## config.mk

```make
export PLATFORM = sky130hd
export DESIGN_NAME = store_pack_buf
export DESIGN_NICKNAME = d
export VERILOG_FILES = /design/src/rtl/store_pack_buf.sv
export SDC_FILE = /design/constraint.sdc
export NUM_CORES = 1
export LEC_CHECK = 0
export CAP_MARGIN = 20
export CORE_ASPECT_RATIO = 0.75
export CORE_UTILIZATION = 38
export DETAILED_ROUTE_END_ITERATION = 10
export GPL_ROUTABILITY_DRIVEN = 0
export GPL_TIMING_DRIVEN = 0
export SYNTH_ARGS = -nofsm -noshare
export SYNTH_HDL_FRONTEND = slang
export SYNTH_SLANG_ARGS = --single-unit
```

## constraint.sdc

```tcl
create_clock -name clk -period 17.2 [get_ports clk]
set_clock_uncertainty 0.1 [all_clocks]
set_input_delay 3.44 -clock clk [delete_from_list [all_inputs] [get_ports clk]]
set_output_delay 3.44 -clock clk [all_outputs]
set_load 0.005 [all_outputs]
```

## src/rtl/store_pack_buf.sv

```systemverilog
// store_pack_buf: packs sw/sh/sb stores into lane-replicated data plus byte enables and queues them toward data memory
//   clk, reset             : clock, synchronous active-high reset
//   st_valid/st_op/st_addr/st_data : store from MEM stage (op 00=sw, 01=sh, 10=sb, 11=dropped)
//   st_stall               : FIFO full, pipeline holds the store
//   misalign               : one-cycle pulse after a misaligned store (STORE_MISALIGN_EXC_EN only)
//   dm_valid/dm_ready      : head-entry handshake toward data memory
//   dm_addr/dm_wdata/dm_be : head entry (word address, replicated data, byte enables)
//   empty                  : no entries queued
// Define STORE_MISALIGN_EXC_EN to drop misaligned sw/sh and raise misalign.
module store_pack_buf #(
    parameter int DEPTH = 4
) (
    input  logic        clk,
    input  logic        reset,
    input  logic        st_valid,
    input  logic [1:0]  st_op,
    input  logic [31:0] st_addr,
    input  logic [31:0] st_data,
    output logic        st_stall,
    output logic        misalign,
    output logic        dm_valid,
    input  logic        dm_ready,
    output logic [31:0] dm_addr,
    output logic [31:0] dm_wdata,
    output logic [3:0]  dm_be,
    output logic        empty
);
    localparam int AW = $clog2(DEPTH);
    logic [AW-1:0] wr_ptr_q, wr_ptr_d, rd_ptr_q, rd_ptr_d;
    logic [AW:0]   count_q, count_d;
    logic [29:0]   addr_q  [DEPTH];
    logic [31:0]   wdata_q [DEPTH];
    logic [3:0]    be_q    [DEPTH];
    logic          misalign_q, misalign_d;
    logic [3:0]    be_d;
    logic [31:0]   wdata_d;
    logic          legal, mis, push, pop;

    always_comb begin
        legal = st_op != 2'b11;
`ifdef STORE_MISALIGN_EXC_EN
        mis = (st_op == 2'b00 && st_addr[1:0] != 2'b00) || (st_op == 2'b01 && st_addr[0]);
`else
        mis = 1'b0;
`endif
        be_d = st_op == 2'b00 ? 4'b1111 :
               st_op == 2'b01 ? (st_addr[1] ? 4'b1100 : 4'b0011) :
                                4'b0001 << st_addr[1:0];
        wdata_d = st_op == 2'b00 ? st_data :
                  st_op == 2'b01 ? {2{st_data[15:0]}} : {4{st_data[7:0]}};
        // A full FIFO blocks the push even when a pop happens the same cycle.
        push = st_valid && !st_stall && legal && !mis;
        pop = dm_valid && dm_ready;
        misalign_d = st_valid && !st_stall && legal && mis;
        wr_ptr_d = wr_ptr_q + AW'(push);
        rd_ptr_d = rd_ptr_q + AW'(pop);
        count_d = count_q + (AW+1)'(push) - (AW+1)'(pop);
    end

    always_ff @(posedge clk) begin
        if (reset) begin
            wr_ptr_q   <= '0;
            rd_ptr_q   <= '0;
            count_q    <= '0;
            misalign_q <= 1'b0;
        end else begin
            wr_ptr_q   <= wr_ptr_d;
            rd_ptr_q   <= rd_ptr_d;
            count_q    <= count_d;
            misalign_q <= misalign_d;
        end
    end

    always_ff @(posedge clk) begin
        if (push) begin
            addr_q[wr_ptr_q]  <= st_addr[31:2];
            wdata_q[wr_ptr_q] <= wdata_d;
            be_q[wr_ptr_q]    <= be_d;
        end
    end

    assign st_stall = count_q == (AW+1)'(DEPTH);
    assign dm_valid = count_q != '0;
    assign empty    = !dm_valid;
    assign misalign = misalign_q;
    // Head fields read as zero when empty so stale storage never leaks out after reset.
    assign dm_addr  = dm_valid ? {addr_q[rd_ptr_q], 2'b00} : '0;
    assign dm_wdata = dm_valid ? wdata_q[rd_ptr_q] : '0;
    assign dm_be    = dm_valid ? be_q[rd_ptr_q] : '0;
endmodule

```

==> flow_summary.rst, run 1 <==
.. list-table::
   :header-rows: 1

   * - Metric
     - Value
   * - Synth area leaders
     - sky130_fd_sc_hd__edfxtp_1 74%, sky130_fd_sc_hd__mux4_2 14%, sky130_fd_sc_hd__and2_1 3.9%, sky130_fd_sc_hd__mux2_2 2.5%, sky130_fd_sc_hd__dfxtp_1 1.3%
   * - Highest achievable clock rate
     - 153 MHz
   * - Vias in the first global route
     - between 5,000 and 6,000
   * - Number of antenna cells inserted
     - 0
   * - Horizontal die dimension
     - ~200 um
   * - Most frequent cell after synthesis
     - sky130_fd_sc_hd__edfxtp_1
   * - Grt peak-use layer
     - met2
   * - Total number of yosys warnings
     - 0
   * - Critical R2R Launch
     - count_q[1]$_SDFF_PP0_
   * - Clock insertion delay at the later pin of the skew report
     - 520 ps
   * - Core area
     - 27,300 um^2
   * - Final-report max-slew violation count
     - 0
   * - Post-CTS Setup Repair Bufs
     - 0
   * - Commonest cells post-synth
     - 264 x sky130_fd_sc_hd__edfxtp_1, 66 x sky130_fd_sc_hd__and2_1, 66 x sky130_fd_sc_hd__mux4_2
   * - Clock period minus final worst setup slack
     - 6550 ps
   * - Cell breakdown of the critical path
     - or3_1 -> buf_2 -> clkbuf_1 -> clkbuf_1 -> and2_1 -> clkdlybuf4s50_1
   * - CP required
     - about 14,000 ps
   * - WHS Endpoint
     - count_q[2]$_SDFF_PP0_
   * - Vias per cell
     - roughly 5.0
   * - Number of unique standard cell types used by synthesis
     - 30
   * - Highest net fanout along the worst path
     - 10
   * - Critical Path AT
     - 3010 ps
   * - Drt pass-1 iters
     - 5
   * - RSZ-0062 raised after global routing
     - false
   * - Global-route met1 utilization
     - 0.220
   * - Critical Path Start Type
     - flop
   * - Slowest cell on crit path
     - sky130_fd_sc_hd__clkdlybuf4s50_1
   * - Count of antenna-violating nets left after detailed routing
     - 0
   * - Synth-to-layout area growth
     - 27.1%
   * - Maximum number of pins on one net before global-route repair
     - 37
   * - Crit. End Element
     - output pin
   * - Standard-cell rows
     - 52
   * - TritonCTS clock tree
     - done
   * - Share of cells above drive strength 1
     - 0.244
   * - Library cell occupying the most area in the post-synthesis netlist
     - sky130_fd_sc_hd__edfxtp_1
   * - Placed Cells incl. Taps
     - 1,012
   * - Cell area power density
     - 141 nW/um^2
   * - EDFF count, synth
     - approximately 260
   * - Post-place instance area
     - 12,800 um^2
   * - MaxCap Viol Count
     - 0
   * - Vias
     - roughly 5,300
   * - Final-report hold violation count
     - 0
   * - Seq/Total Area, Yosys
     - 0.754
   * - R2R Path End
     - wdata_q[2][17]$_DFFE_PP_
   * - Total global routing overflow
     - 0
   * - FFs w/ async S/R, synth
     - 0
   * - Clock Sink Count
     - 271
   * - Type of the setup path with the least slack
     - flop to output pin
   * - Netlist area before placement
     - ~11,000 um^2
   * - Class of the tightest hold or removal check
     - flop to flop
   * - Count of buffers from port buffering
     - about 140
   * - Cell area after layout
     - 13,600 um^2
   * - Pin slew with the least headroom to its limit
     - about 930 ps
   * - First-pass GRT wire length
     - ~35,000 um
   * - Post-layout utilization of the core
     - 0.498
   * - Hold slack final
     - 499 ps
   * - Setup violations, final
     - 0
   * - Met3 Usage GRT
     - 0.0305
   * - Final HPWL from detailed placement
     - roughly 16,000 um
   * - Drt wl/cell
     - 21.6 um
   * - Proportion of netlist area held by the largest area contributor
     - 0.741
   * - Full die area
     - roughly 29,000 um^2
   * - Met2 global-route usage
     - 0.271
   * - Die height
     - 147 um
   * - Post-cts sizing count
     - 0
   * - Cts bufs inserted
     - 27
   * - Number of filler cells placed in the layout
     - between 2,000 and 2,500
   * - Mapped Avg Cell Area
     - about 21 um^2
   * - Leak
     - 4.38 nW
   * - Initial antenna violation count
     - 1
   * - HP Start
     - count_q[2]$_SDFF_PP0_
   * - Count of pins on the block boundary
     - 142
   * - Number of hold buffers added after CTS
     - 0
   * - Deepest clock path buffer count
     - 3
   * - Count of state elements after synthesis
     - 271
   * - Combined global-route utilization of all metal layers
     - 0.161
   * - Dominant synthesized flop cell
     - sky130_fd_sc_hd__edfxtp_1
   * - Final net count
     - 763
   * - Worst vdd ir
     - 71.8 uV
   * - Final period utilization
     - 0.381
   * - Starting density of the core
     - 0.392
   * - Clock edge transition at the registers on the reported setup and hold paths
     - about 60 ps
   * - Largest stage delay on the critical path
     - 530 ps
   * - Post-route insts no fill
     - 1,060
   * - Post-route setup TNS
     - 0 ps
   * - Max-Slew Margin vs Limit
     - 0.378
   * - Number of DRC markers after the initial detailed-route iteration
     - 306
   * - FF-to-FF path depth
     - 7
   * - Slack of the worst reg-to-reg path
     - around 14,000 ps
   * - H-Tree Level Count
     - 1
   * - Status
     - finished, final reports clean
   * - Final wirelength
     - 22,900 um
   * - Crit path top cell by count
     - sky130_fd_sc_hd__clkbuf_1
   * - Cell at the root of the clock tree
     - sky130_fd_sc_hd__clkbuf_16
   * - Synthesized netlist cell count
     - 499
   * - Total DRC errors in the routed layout
     - 0
   * - Worst hold path stage count
     - 2
worst max-delay path: cells and delay by family (launching register included):
family	cells	cell delay (ps)
buf+inv	4	1670
flops	1	420
simple gates	2	400
cell families after synthesis:
kind of cell,synth area share
xor gates and xnor gates,0.00409
other,0.000350
DFF,0.754
and+or+nand+nor,0.0494
muxes,0.164
AOI/OAI and AO/OA,0.00421
buffers and inverters,0.0199
adders and majority gates,0.00421
layout by cell type (no fill, tap or decap), drive strengths merged, types with 2 or more instances in the layout:
cell and count:
dfxtp 7, or3 2, o21ai 3, buf 41, clkinvlp 2, ha 2, and2 66, nor2b 4
conb 3, nand2 4, mux2 24, clkinv 14, xnor2 4, nor2 3, clkbuf 42, inv 4
nor3b 3, mux4 66, a21oi 3, clkdlybuf4s50 138, edfxtp 264
worst max-delay path by stage:
stage,from,end,slack [ps],cells past startpoint
after CTS,count_q[1]$_SDFF_PP0_,dm_wdata[25],10600,6
after global routing,count_q[1]$_SDFF_PP0_,dm_wdata[25],10450,6
after detailed placement,st_op[1],wdata_q[2][16]$_DFFE_PP_,10640,9
after global placement,st_op[1],wdata_q[1][23]$_DFFE_PP_,2830,5
after floorplan,st_op[1],addr_q[1][0]$_DFFE_PP_,7810,4
final,count_q[1]$_SDFF_PP0_,dm_wdata[25],10650,6
metrics by stage:
stage	worst slack [ps]	power (mW)
floorplan	7810	1.12
CTS	10600	1.95
finish	10650	1.92
global route	10450	2.01
global placement	2830	1.40
detailed placement	10640	1.41
registers in the layout (all words and copies together) (netlist names):
signal and count:
wr_ptr_q 2, addr_q 120, be_q 16, rd_ptr_q 2
count_q 3, wdata_q 128
layer usage:
layer  vias to the layer above  wire length [um]  share of wire
met1                      2755             10100           0.44
li1                       2383                 -              -
met3                        34              1270          0.056
met5                         -                11        0.00048
met2                       151             11100           0.49
met4                         2               367          0.016
power by group:
part / internal (mW) / total [mW] / switching [mW]
Sequential: 0.783 / 0.797 / 0.0134
Combinational: 0.341 / 0.587 / 0.246
Clock: 0.301 / 0.536 / 0.235
layout make-up:
cell class	count	area [um^2]	area share
tap	351	439	0.0323
clock inverter	17	106	0.00782
timing repair buffer	160	1630	0.120
inverter	4	15.0	0.00110
buffer	30	198	0.0145
multi-input combinational	196	2450	0.180
clock buffer	31	691	0.0508
sequential	271	8070	0.593
Power figures use the tool's default switching activity.
==> run 2, diff against run 1 <==
==> constraint.sdc (replaced) <==
create_clock -name clk -period 6.3 [get_ports clk]
set_clock_uncertainty 0.1 [all_clocks]
set_input_delay 1.26 -clock clk [delete_from_list [all_inputs] [get_ports clk]]
set_output_delay 1.26 -clock clk [all_outputs]
set_load 0.005 [all_outputs]
==> flow_summary.rst, run 2 (synthesis gave the netlist of run 1 again) <==
.. list-table::
   :header-rows: 1

   * - Metric
     - Value
   * - Cts bufs inserted
     - 26 (-3.7%)
   * - Setup violations, final
     - 0 (unchanged)
   * - Full die area
     - 28,900 um^2 (unchanged)
   * - Die height
     - 147 um (unchanged)
   * - Commonest non-fill, non-tap cell in the layout
     - sky130_fd_sc_hd__edfxtp_1
   * - Total DRC errors in the routed layout
     - 0 (unchanged)
   * - Number of hold buffers added after CTS
     - 0 (unchanged)
   * - Largest stage delay on the critical path
     - 520 ps (about the same)
   * - Drt pass-1 iters
     - 4 (-1)
   * - Highest net fanout along the worst path
     - 10 (unchanged)
   * - Number of DRC markers after the initial detailed-route iteration
     - 333 (+8.8%)
   * - Grt peak-use layer
     - met2
   * - Standard-cell rows
     - 52 (unchanged)
   * - Fin worst setup slack
     - 2010 ps (-8640 ps)
   * - Cell breakdown of the critical path
     - or3_1 -> buf_2 -> clkbuf_1 -> clkbuf_1 -> and2_1 -> clkdlybuf4s50_1
   * - Worst vdd ir
     - 200 uV (+180%)
   * - Drt wl/cell
     - 21.4 um (-0.74%)
   * - Post-cts sizing count
     - 0 (unchanged)
   * - TritonCTS clock tree
     - done
   * - Hold slack final
     - 468 ps (-31.2 ps)
   * - Critical Path Start Type
     - flop
   * - HP Start
     - count_q[2]$_SDFF_PP0_
   * - Vias in the first global route
     - 5,745 (+1.4%)
   * - Crit-path leading delay family
     - buffers and inverters
   * - Cell at the root of the clock tree
     - sky130_fd_sc_hd__clkbuf_16
   * - Count of antenna-violating nets left after detailed routing
     - 0 (unchanged)
   * - Post-place instance area
     - 12,900 um^2 (+0.58%)
   * - Clock Sink Count
     - 271 (unchanged)
   * - Placed Cells incl. Taps
     - 1,003 (-0.89%)
   * - Final wirelength
     - 22,500 um (-1.7%)
   * - Count of buffers from port buffering
     - 138 (unchanged)
   * - Clock period minus final worst setup slack
     - 4290 ps
   * - Post-CTS Setup Repair Bufs
     - 0 (unchanged)
   * - Initial antenna violation count
     - 2 (+1)
   * - Total global routing overflow
     - 0 (unchanged)
   * - Crit. End Element
     - output pin
   * - Met2 global-route usage
     - 0.254 (-0.0178)
   * - First-pass GRT wire length
     - 34,000 um (-1.6%)
   * - Type of the setup path with the least slack
     - flop to output pin
   * - H-Tree Level Count
     - 1 (unchanged)
   * - Max-Slew Margin vs Limit
     - 0.313 (-0.0653)
   * - Maximum number of pins on one net before global-route repair
     - 43 (+16%)
   * - Leak
     - 4.39 nW (+0.29%)
   * - Status
     - finished, final reports clean
   * - Crit path top cell by count
     - sky130_fd_sc_hd__clkbuf_1
   * - Crit path from
     - count_q[1]$_SDFF_PP0_
   * - Starting density of the core
     - 0.392 (unchanged)
   * - Vias
     - 5,273 (-0.98%)
   * - MaxCap Viol Count
     - 0 (unchanged)
   * - Flip-flop count of the largest register after layout
     - 128 (unchanged)
   * - Final-report hold violation count
     - 0 (unchanged)
   * - Post-layout utilization of the core
     - 0.501 (+0.00343)
   * - Cell area power density
     - 386 nW/um^2 (+170%)
   * - Met3 Usage GRT
     - 0.0370 (+0.00643)
   * - RSZ-0062 raised after global routing
     - false
   * - Buffers and inverters on the worst path
     - 4 (unchanged)
   * - Core area
     - 27,300 um^2 (unchanged)
   * - Synth-to-layout area growth
     - 27.9%
   * - Deepest clock path buffer count
     - 3 (unchanged)
   * - Final-report max-slew violation count
     - 0 (unchanged)
   * - Vias per cell
     - 5.02 (about the same)
   * - Share of cells above drive strength 1
     - 0.236 (-0.00795)
   * - Combined global-route utilization of all metal layers
     - 0.158 (-0.00293)
   * - Clock insertion delay at the later pin of the skew report
     - 530 ps (about the same)
   * - Global-route met1 utilization
     - 0.222 (+0.00130)
   * - Highest achievable clock rate
     - about 230 MHz
   * - Pin slew with the least headroom to its limit
     - 1030 ps (+101 ps)
   * - Biggest registers after layout
     - wdata_q x128, addr_q x120, be_q x16
   * - Slowest cell on crit path
     - sky130_fd_sc_hd__clkdlybuf4s50_1
   * - Number of antenna cells inserted
     - 0 (unchanged)
   * - Worst setup slack before clock tree synthesis
     - 1970 ps (-8660 ps)
   * - Critical R2R Launch
     - count_q[1]$_SDFF_PP0_
   * - Most used cells in the layout excluding fill and tap cells
     - 264 x sky130_fd_sc_hd__edfxtp_1, 138 x sky130_fd_sc_hd__clkdlybuf4s50_1, 66 x sky130_fd_sc_hd__mux4_2, 66 x sky130_fd_sc_hd__and2_1, 27 x sky130_fd_sc_hd__clkbuf_16
   * - Final HPWL from detailed placement
     - 14,900 um (-3.9%)
   * - Post-route insts no fill
     - 1,050 (-0.94%)
   * - Register with the most flip-flops
     - wdata_q
   * - Critical Path AT
     - 2930 ps (-80 ps)
   * - Horizontal die dimension
     - 196 um (unchanged)
   * - Class of the tightest hold or removal check
     - flop to flop
   * - Final net count
     - 753 (-1.3%)
   * - Final period utilization
     - 0.681
   * - Cell area after layout
     - 13,700 um^2 (+0.69%)
   * - Count of pins on the block boundary
     - 142 (unchanged)
   * - CP required
     - 4940 ps (-8720 ps)
   * - Clock edge transition at the registers on the reported setup and hold paths
     - 60 ps (about the same)
==> run 2: cell types whose count changed in the layout (fill, tap and decap cells not counted), sizes merged <==
cell / delta
buf: -9
bufinv: +1
clkinv: -1
clkinvlp: -1
==> run 2: worst paths after layout <==
check | endpoint | slack, ps | cells after the start
min reg2reg | count_q[2]$_SDFF_PP0_ | 470 | 2
min | count_q[2]$_SDFF_PP0_ | 470 | 2
max reg2reg | wdata_q[1][18]$_DFFE_PP_ | 3590 | 5
max | dm_wdata[25] | 2010 | 6
==> run 2: tightest hold or removal path, cell delays in order, from the launching register on <==
cell and delay, ps:
sky130_fd_sc_hd__dfxtp_1 340, sky130_fd_sc_hd__xnor2_1 150, sky130_fd_sc_hd__nor2_1 40
==> run 2: stage by stage <==
stage	setup TNS, ps	total power, mW
after floorplan	0	3.04
after CTS	0	5.38
final	0	5.29
after global routing	0	5.53
after detailed placement	0	3.87
after global placement	-294360	3.82
==> run 2: layout make-up <==
type | count | area, um^2
clock inverter | 16 | 126
inverter | 4 | 15.0
buffer | 30 | 198
fill | 2240 | 13600
clock buffer | 31 | 691
multi-input combinational | 196 | 2470
tap | 351 | 439
sequential | 271 | 8070
timing repair buffer | 151 | 1690
==> run 2: report_power, final <==
| part | switching (mW) | total, mW | internal [mW] | leakage [nW] |
|---|---|---|---|---|
| clock | 0.638 | 1.50 | 0.860 | 0.405 |
| sequential | 0.0376 | 2.18 | 2.14 | 2.46 |
| combinational | 0.667 | 1.61 | 0.946 | 1.52 |
==> run 2: metal layers <==
layer,share of wire,vias to the layer above
li1,-,2367
met1,0.45,2698
met2,0.47,171
met3,0.067,33
met4,0.018,4
met5,0.0011,-
